==> src/rtl/sccb_target_regfile.sv <==
// SCCB/I2C target with a 256 x 8-bit register file.
// Decodes 3-phase writes and 2-phase reads from oversampled SCL/SDA.
// Every register write is reported to the host side.
// The host can read any register at any time through a combinational port.
module sccb_target_regfile #(
    parameter logic [6:0] DEV_ADDR    = 7'h21,
    parameter int         SYNC_STAGES = 2
) (
    input  logic       clk,
    input  logic       reset,
    input  logic       scl_in,
    input  logic       sda_in,
    output logic       sda_oe,
    output logic       wr_strobe,
    output logic [7:0] wr_addr,
    output logic [7:0] wr_data,
    input  logic [7:0] host_addr,
    output logic [7:0] host_rdata,
    output logic       busy
);

    typedef enum logic [3:0] {
        S_IDLE, S_DEV_ADDR, S_DEV_ACK, S_SUB_ADDR, S_SUB_ACK,
        S_WR_DATA, S_WR_ACK, S_RD_DATA, S_RD_MACK, S_IGNORE
    } state_t;

    state_t state, state_n;

    logic [SYNC_STAGES-1:0] scl_sync, sda_sync;
    logic                   scl_q, sda_q;
    logic                   scl, sda;
    logic                   scl_rise, scl_fall, start_ev, stop_ev;

    logic [3:0] bit_cnt, bit_cnt_n;
    logic [6:0] shreg, shreg_n;    // 7 bits: the 8th bit is taken straight from the line / regfile
    logic [7:0] ptr, ptr_n;
    logic       sda_oe_n, busy_n, rw, rw_n, we;
    logic [7:0] rx_byte, rd_byte;
    logic [7:0] regs [256];

    // Synchronisers plus one history flop; idle bus level is high so reset to 1
    always_ff @(posedge clk or negedge reset) begin
        if (!reset) begin
            scl_sync <= '1;
            sda_sync <= '1;
            scl_q    <= 1'b1;
            sda_q    <= 1'b1;
        end else begin
            scl_sync <= {scl_sync[SYNC_STAGES-2:0], scl_in};
            sda_sync <= {sda_sync[SYNC_STAGES-2:0], sda_in};
            scl_q    <= scl;
            sda_q    <= sda;
        end
    end

    assign scl      = scl_sync[SYNC_STAGES-1];
    assign sda      = sda_sync[SYNC_STAGES-1];
    assign scl_rise = scl & ~scl_q;
    assign scl_fall = ~scl & scl_q;
    assign start_ev = scl & scl_q & sda_q & ~sda;
    assign stop_ev  = scl & scl_q & ~sda_q & sda;

    assign rx_byte    = {shreg, sda};
    assign rd_byte    = regs[ptr];
    assign host_rdata = regs[host_addr];

    // State register
    always_ff @(posedge clk or negedge reset) begin
        if (!reset) state <= S_IDLE;
        else        state <= state_n;
    end

    // Next-state and next datapath values; START/STOP override everything
    always_comb begin
        state_n   = state;
        bit_cnt_n = bit_cnt;
        shreg_n   = shreg;
        ptr_n     = ptr;
        sda_oe_n  = sda_oe;
        busy_n    = busy;
        rw_n      = rw;
        we        = 1'b0;
        if (start_ev) begin
            state_n   = S_DEV_ADDR;
            bit_cnt_n = '0;
            sda_oe_n  = 1'b0;
            busy_n    = 1'b1;
        end else if (stop_ev) begin
            state_n   = S_IDLE;
            bit_cnt_n = '0;
            sda_oe_n  = 1'b0;
            busy_n    = 1'b0;
        end else begin
            case (state)
                S_DEV_ADDR, S_SUB_ADDR, S_WR_DATA: begin
                    if (scl_rise) begin
                        shreg_n   = rx_byte[6:0];
                        bit_cnt_n = bit_cnt + 4'd1;
                        if (bit_cnt == 4'd7) begin
                            bit_cnt_n = '0;
                            if (state == S_DEV_ADDR) begin
                                if (rx_byte[7:1] == DEV_ADDR) begin
                                    rw_n    = rx_byte[0];
                                    state_n = S_DEV_ACK;
                                end else begin
                                    state_n = S_IGNORE;
                                end
                            end else if (state == S_SUB_ADDR) begin
                                ptr_n   = rx_byte;
                                state_n = S_SUB_ACK;
                            end else begin
                                we      = 1'b1;
                                ptr_n   = ptr + 8'd1;
                                state_n = S_WR_ACK;
                            end
                        end
                    end
                end
                // sda_oe is always released on entry, so it doubles as the ACK phase flag
                S_DEV_ACK, S_SUB_ACK, S_WR_ACK: begin
                    if (scl_fall) begin
                        if (!sda_oe) begin
                            sda_oe_n = 1'b1;
                        end else begin
                            sda_oe_n  = 1'b0;
                            bit_cnt_n = '0;
                            if (state == S_DEV_ACK && rw) begin
                                // the edge ending the ACK already drives the first read bit
                                shreg_n   = rd_byte[6:0];
                                sda_oe_n  = ~rd_byte[7];
                                bit_cnt_n = 4'd1;
                                state_n   = S_RD_DATA;
                            end else if (state == S_DEV_ACK) begin
                                state_n = S_SUB_ADDR;
                            end else begin
                                state_n = S_WR_DATA;
                            end
                        end
                    end
                end
                S_RD_DATA: begin
                    if (scl_fall) begin
                        if (bit_cnt == 4'd0) begin
                            shreg_n   = rd_byte[6:0];
                            sda_oe_n  = ~rd_byte[7];
                            bit_cnt_n = 4'd1;
                        end else if (bit_cnt == 4'd8) begin
                            sda_oe_n  = 1'b0;
                            bit_cnt_n = '0;
                            state_n   = S_RD_MACK;
                        end else begin
                            shreg_n   = {shreg[5:0], 1'b0};
                            sda_oe_n  = ~shreg[6];
                            bit_cnt_n = bit_cnt + 4'd1;
                        end
                    end
                end
                S_RD_MACK: begin
                    if (scl_rise) begin
                        if (!sda) begin
                            ptr_n     = ptr + 8'd1;
                            bit_cnt_n = '0;
                            state_n   = S_RD_DATA;
                        end else begin
                            state_n = S_IGNORE;
                        end
                    end
                end
                default: ;
            endcase
        end
    end

    // Datapath registers and write report
    always_ff @(posedge clk or negedge reset) begin
        if (!reset) begin
            bit_cnt   <= '0;
            shreg     <= '0;
            ptr       <= '0;
            sda_oe    <= 1'b0;
            busy      <= 1'b0;
            rw        <= 1'b0;
            wr_strobe <= 1'b0;
            wr_addr   <= '0;
            wr_data   <= '0;
        end else begin
            bit_cnt   <= bit_cnt_n;
            shreg     <= shreg_n;
            ptr       <= ptr_n;
            sda_oe    <= sda_oe_n;
            busy      <= busy_n;
            rw        <= rw_n;
            wr_strobe <= we;
            if (we) begin
                wr_addr <= ptr;
                wr_data <= rx_byte;
            end
        end
    end

    // Register file; cleared on reset
    always_ff @(posedge clk or negedge reset) begin
        if (!reset) begin
            for (int i = 0; i < 256; i++) regs[i] <= '0;
        end else if (we) begin
            regs[ptr] <= rx_byte;
        end
    end

endmodule

==> config.mk <==
export PLATFORM = sky130hd
export DESIGN_NAME = sccb_target_regfile
export DESIGN_NICKNAME = d
export VERILOG_FILES = /design/src/rtl/sccb_target_regfile.sv
export SDC_FILE = /design/constraint.sdc
export NUM_CORES = 2
export LEC_CHECK = 0
export CELL_PAD_IN_SITES_DETAIL_PLACEMENT = 1
export CELL_PAD_IN_SITES_GLOBAL_PLACEMENT = 2
export CORE_MARGIN = 2
export CORE_UTILIZATION = 49
export DETAILED_ROUTE_END_ITERATION = 12
export GPL_ROUTABILITY_DRIVEN = 0
export PLACE_DENSITY = 0.82
export REMOVE_ABC_BUFFERS = 1
export SLEW_MARGIN = 20
export SYNTH_ARGS = -nofsm -noshare
export SYNTH_HDL_FRONTEND = slang
export SYNTH_SLANG_ARGS = --single-unit
==> constraint.sdc <==
create_clock -name clk -period 4.6 [get_ports clk]
set_input_delay 0.92 -clock clk [delete_from_list [all_inputs] [get_ports clk]]
set_output_delay 0.92 -clock clk [all_outputs]
set_load 0.05 [all_outputs]
==> metrics.csv <==
stage,metric,value,unit
detailed_routing,via count,75100,
detailed_routing,DR iter-0 viols,8558,
setup_path,CP Capture Type,output port,
worst_hold_path,Hold Path Sink,scl_sync[1]$_DFF_PN1_,
grt,first-pass GRT wire length,602000,um
status,status,"finished, violations left",
status,failing checks,setup timing,
pwr,Switching Power,13.9,mW
detailed_routing,highest routed metal layer,met5,
yosys,Syn. warnings,0,
pwr,Gate power share,15.6,%
timing,Final Critical Period,4.88,ns
detailed_routing,vias per cell,7.05,
clock_tree,clk root buf,clkbuf_16,
timing,Tcrit/Tclk final,106,%
timing,Clock Skew,0.0411,ns
detailed_routing,DRC violations left,0,
timing,# setup viols final,8,
grt,vias in the first global route,79700,
detailed_routing,first-pass iteration count of the detailed router,6,
floorplan,DIE AREA,234000,um^2
setup_path,RR Startpoint,bit_cnt[0]$_DFFE_PN0P_,
clock_tree,TritonCTS clock tree,yes,
finish,fill count,20800,
grt,largest net degree at the start of global routing,228,
finish,area delta synth->final,14.3,%
detailed_routing,"antenna viol nets, final",0,
setup_path,CP dominant cell by count,buf_16,
timing,RSZ-0062 raised after global routing,yes,
setup_path,"critical path fanouts, max",7,
clock_tree,Max clock buf depth,3,
finish,Nets,7452,
yosys,"FF+latch count, synth",2097,
pwr,sw frac,30.8,%
worst_hold_path,worst min-delay path class,reg -> reg,
yosys,most common flop cell mapped by yosys,dfrtp_1,
clock_tree,H-tree depth,4,
clock_tree,clk_lat worst skew,0.91,ns
yosys,synthesized area,113000,um^2
pwr,leakage power,57.2,nW
setup_path,reg2reg setup slack,0.25,ns
placement,placed cell count,10200,
yosys,sequential share of the synthesized area,46.5,%
clock_tree,CTS buffer count,228,
timing,Max Freq,205,MHz
yosys,Synth cell types,71,
setup_path,arrival time worst endpoint,3.96,ns
floorplan,Initial Util,49.2,%
setup_path,Top Family by Delay on Critical Path,multiplexers,
finish,share of cells above drive strength 1,58.2,%
setup_path,critical path class,in -> out,
placement,Post-Place Cell Area,120000,um^2
clock_tree,clk sinks,2097,
pwr,Clock power frac,41.5,%
worst_hold_path,Hold Path Stages,0,
yosys,number of flops mapped to enable cells by yosys,0,
setup_path,Critical R2R Capture,regs[40]$_DFFE_PN0P_,
finish,post-route cell area,129000,um^2
pwr,sequential power share,42.9,%
floorplan,chip width,484,um
pwr,peak supply drop,0.494,mV
finish,"Cell Count, Final, Fillers Out",10700,
setup_path,WP buf/inv,6,
timing,slack of the critical path,-0.282,ns
floorplan,core area,229000,um^2
timing,Fin. Hold Viols,0,
timing,Worst Tran Pin Value,1.32,ns
pwr,PwrDens,349,nW/um^2
finish,most frequent cells in the layout,"2078 x dfrtp_1, 2016 x mux2_2, 1110 x mux4_2",
yosys,Async SR Flop Fraction,100,%
placement,I/O Buffers,38,
detailed_routing,met2 wire length,190000,um
setup_path,slowest cell on the critical path,mux4_2,
yosys,Gate Count Post-Synth,7207,
grt,Total GRT Usage,35.4,%
setup_path,Worst EP required,3.68,ns
placement,dpl hpwl,273000,um
setup_path,Critical Path Max Stage Delay,0.56,ns
floorplan,Die Y,484,um
finish,final core utilization,56.2,%
run,MaxCap Viol Count,0,
detailed_routing,wl on met1,162000,um
setup_path,"Critical Path, Cell by Cell",buf_16 -> buf_16 -> buf_16 -> mux4_2 -> mux4_2 -> a22oi_2 -> buf_4 -> nand2_2 -> a22oi_2 -> buf_4 -> nand3_4 -> buf_8,
finish,"leading cell type in the layout, fill and taps excluded",dfrtp_1,
grt,total grt overflow,0,
yosys,synthesized area per cell,15.7,um^2
pwr,Internal Power,31.2,mW
setup_path,Startpoint Class,input port,
detailed_routing,wire length per cell,38.9,um
worst_hold_path,hold path start,scl_sync[0]$_DFF_PN1_,
setup_path,Reg2Reg Depth,11,
detailed_routing,routed wl met3,35000,um
detailed_routing,drt total wl,414000,um
timing,Final Max Slew Viols,0,
clock_tree,Clock Pin Slew Worst Setup and Hold Paths,0.06,ns
timing,worst rel slew slack,12.1,%
grt,antenna violations before repair,21,
floorplan,I/O Pins,39,
floorplan,Placement Rows,176,
[metal layers]
metal | up-vias | GRT usage [%]
li1 | 28700 | -
met5 | - | 0
met2 | 3757 | 53.3
met4 | 16 | 20.5
met3 | 1007 | 7.98
met1 | 41600 | 47.6
[synth_stat cells (9+ instances only)]
master    number  area, um^2
a211oi_1      11        82.6
a21oi_1       52         260
a221oi_1      19         166
a22o_1        38         333
a22oi_1      149        1120
a31oi_1       10        62.6
a32oi_1       11        96.3
and2_1         9        56.3
buf_1         41         154
buf_2        109         546
buf_4         46         345
buf_6         27         304
clkbuf_1     419        1570
dfrtp_1     2091       52300
inv_1          9        33.8
mux2_1        56         631
mux2_2      2016       22700
mux2i_1      199        1990
mux4_2      1110       25000
nand2_1      145         544
nand3_1       78         390
nand4_1       18         113
nor2_1        90         338
nor2_2       115         719
nor2_4        96        1080
nor2b_1       20         125
nor3_1        18        90.1
nor4_1        11        68.8
o211ai_1      11        82.6
o21ai_0       43         215
o22ai_1       23         144
[worst max path at each step]
stage	start	endpoint	depth (start not counted)
floorplan	ptr[0]$_DFFE_PN0P_	shreg[1]$_DFFE_PN0P_	6
global placement	host_addr[0]	host_rdata[0]	12
detailed placement	host_addr[0]	host_rdata[0]	12
CTS	host_addr[0]	host_rdata[0]	12
global route	host_addr[0]	host_rdata[0]	12
finish	host_addr[0]	host_rdata[0]	12
[power by group through the flow]
stage / Clock [mW] / Combinational, mW / Sequential (mW)
after global placement: 0 / 6.59 / 19.6
after floorplan: 0 / 1.84 / 20.4
final: 18.7 / 7.05 / 19.3
after global routing: 19.6 / 7.36 / 19.3
after CTS: 18.9 / 6.90 / 19.3
after detailed placement: 0 / 6.75 / 19.6
[cell families after synthesis]
family	Yosys count	share of synthesized area (%)
AOI/OAI and AO/OA	413	2.61
xor gates and xnor gates	2	0.0155
adders and majority gates	6	0.0665
buffers and inverters	654	2.64
DFF	2097	46.5
muxes	3385	44.7
and+or+nand+nor	650	3.52
[registers in the layout, summed over array words and instances, names as in the netlist]
signal,count
rw,1
regs,2048
sda_sync,2
shreg,7
bit_cnt,4
ptr,8
sda_q,1
state,4
busy,1
wr_strobe,1
scl_sync,2
sda_oe,1
wr_data,8
scl_q,1
wr_addr,8
[cell type report]
class | count | area (um^2) | area share [%]
inverter | 11 | 46.3 | 0.0359
timing repair buffer | 640 | 7150 | 5.54
antenna | 6 | 15.0 | 0.0116
clock inverter | 73 | 833 | 0.646
sequential | 2097 | 52500 | 40.7
multi-input combinational | 4456 | 58000 | 44.9
clock buffer | 343 | 6700 | 5.19
tap | 3026 | 3790 | 2.93
[metrics by stage]
stage          setup TNS (ns)  total power, mW  hold slack (ns)  setup slack [ns]
4_1_cts                 -1.38             45.1            0.360            -0.208
6_report                -1.46             45.1            0.358            -0.282
3_3_place_gp            -5.94             26.2            0.346             -1.00
5_1_grt                 -1.39             46.3            0.365            -0.268
2_1_floorplan               -             22.2            0.345            -19.99
3_5_place_dp            -5.74             26.3            0.351            -0.990
[what timing repair did]
action,4_1_cts,5_1_grt
setup buffers,47,17
gates cloned,10,2
hold buffers,1,0
endpoints found under the hold margin,29,0
resized for setup,134,37
pin swaps,29,25
endpoints found under the setup margin,8,8
No activity file was read; power rests on OpenSTA's default activity.
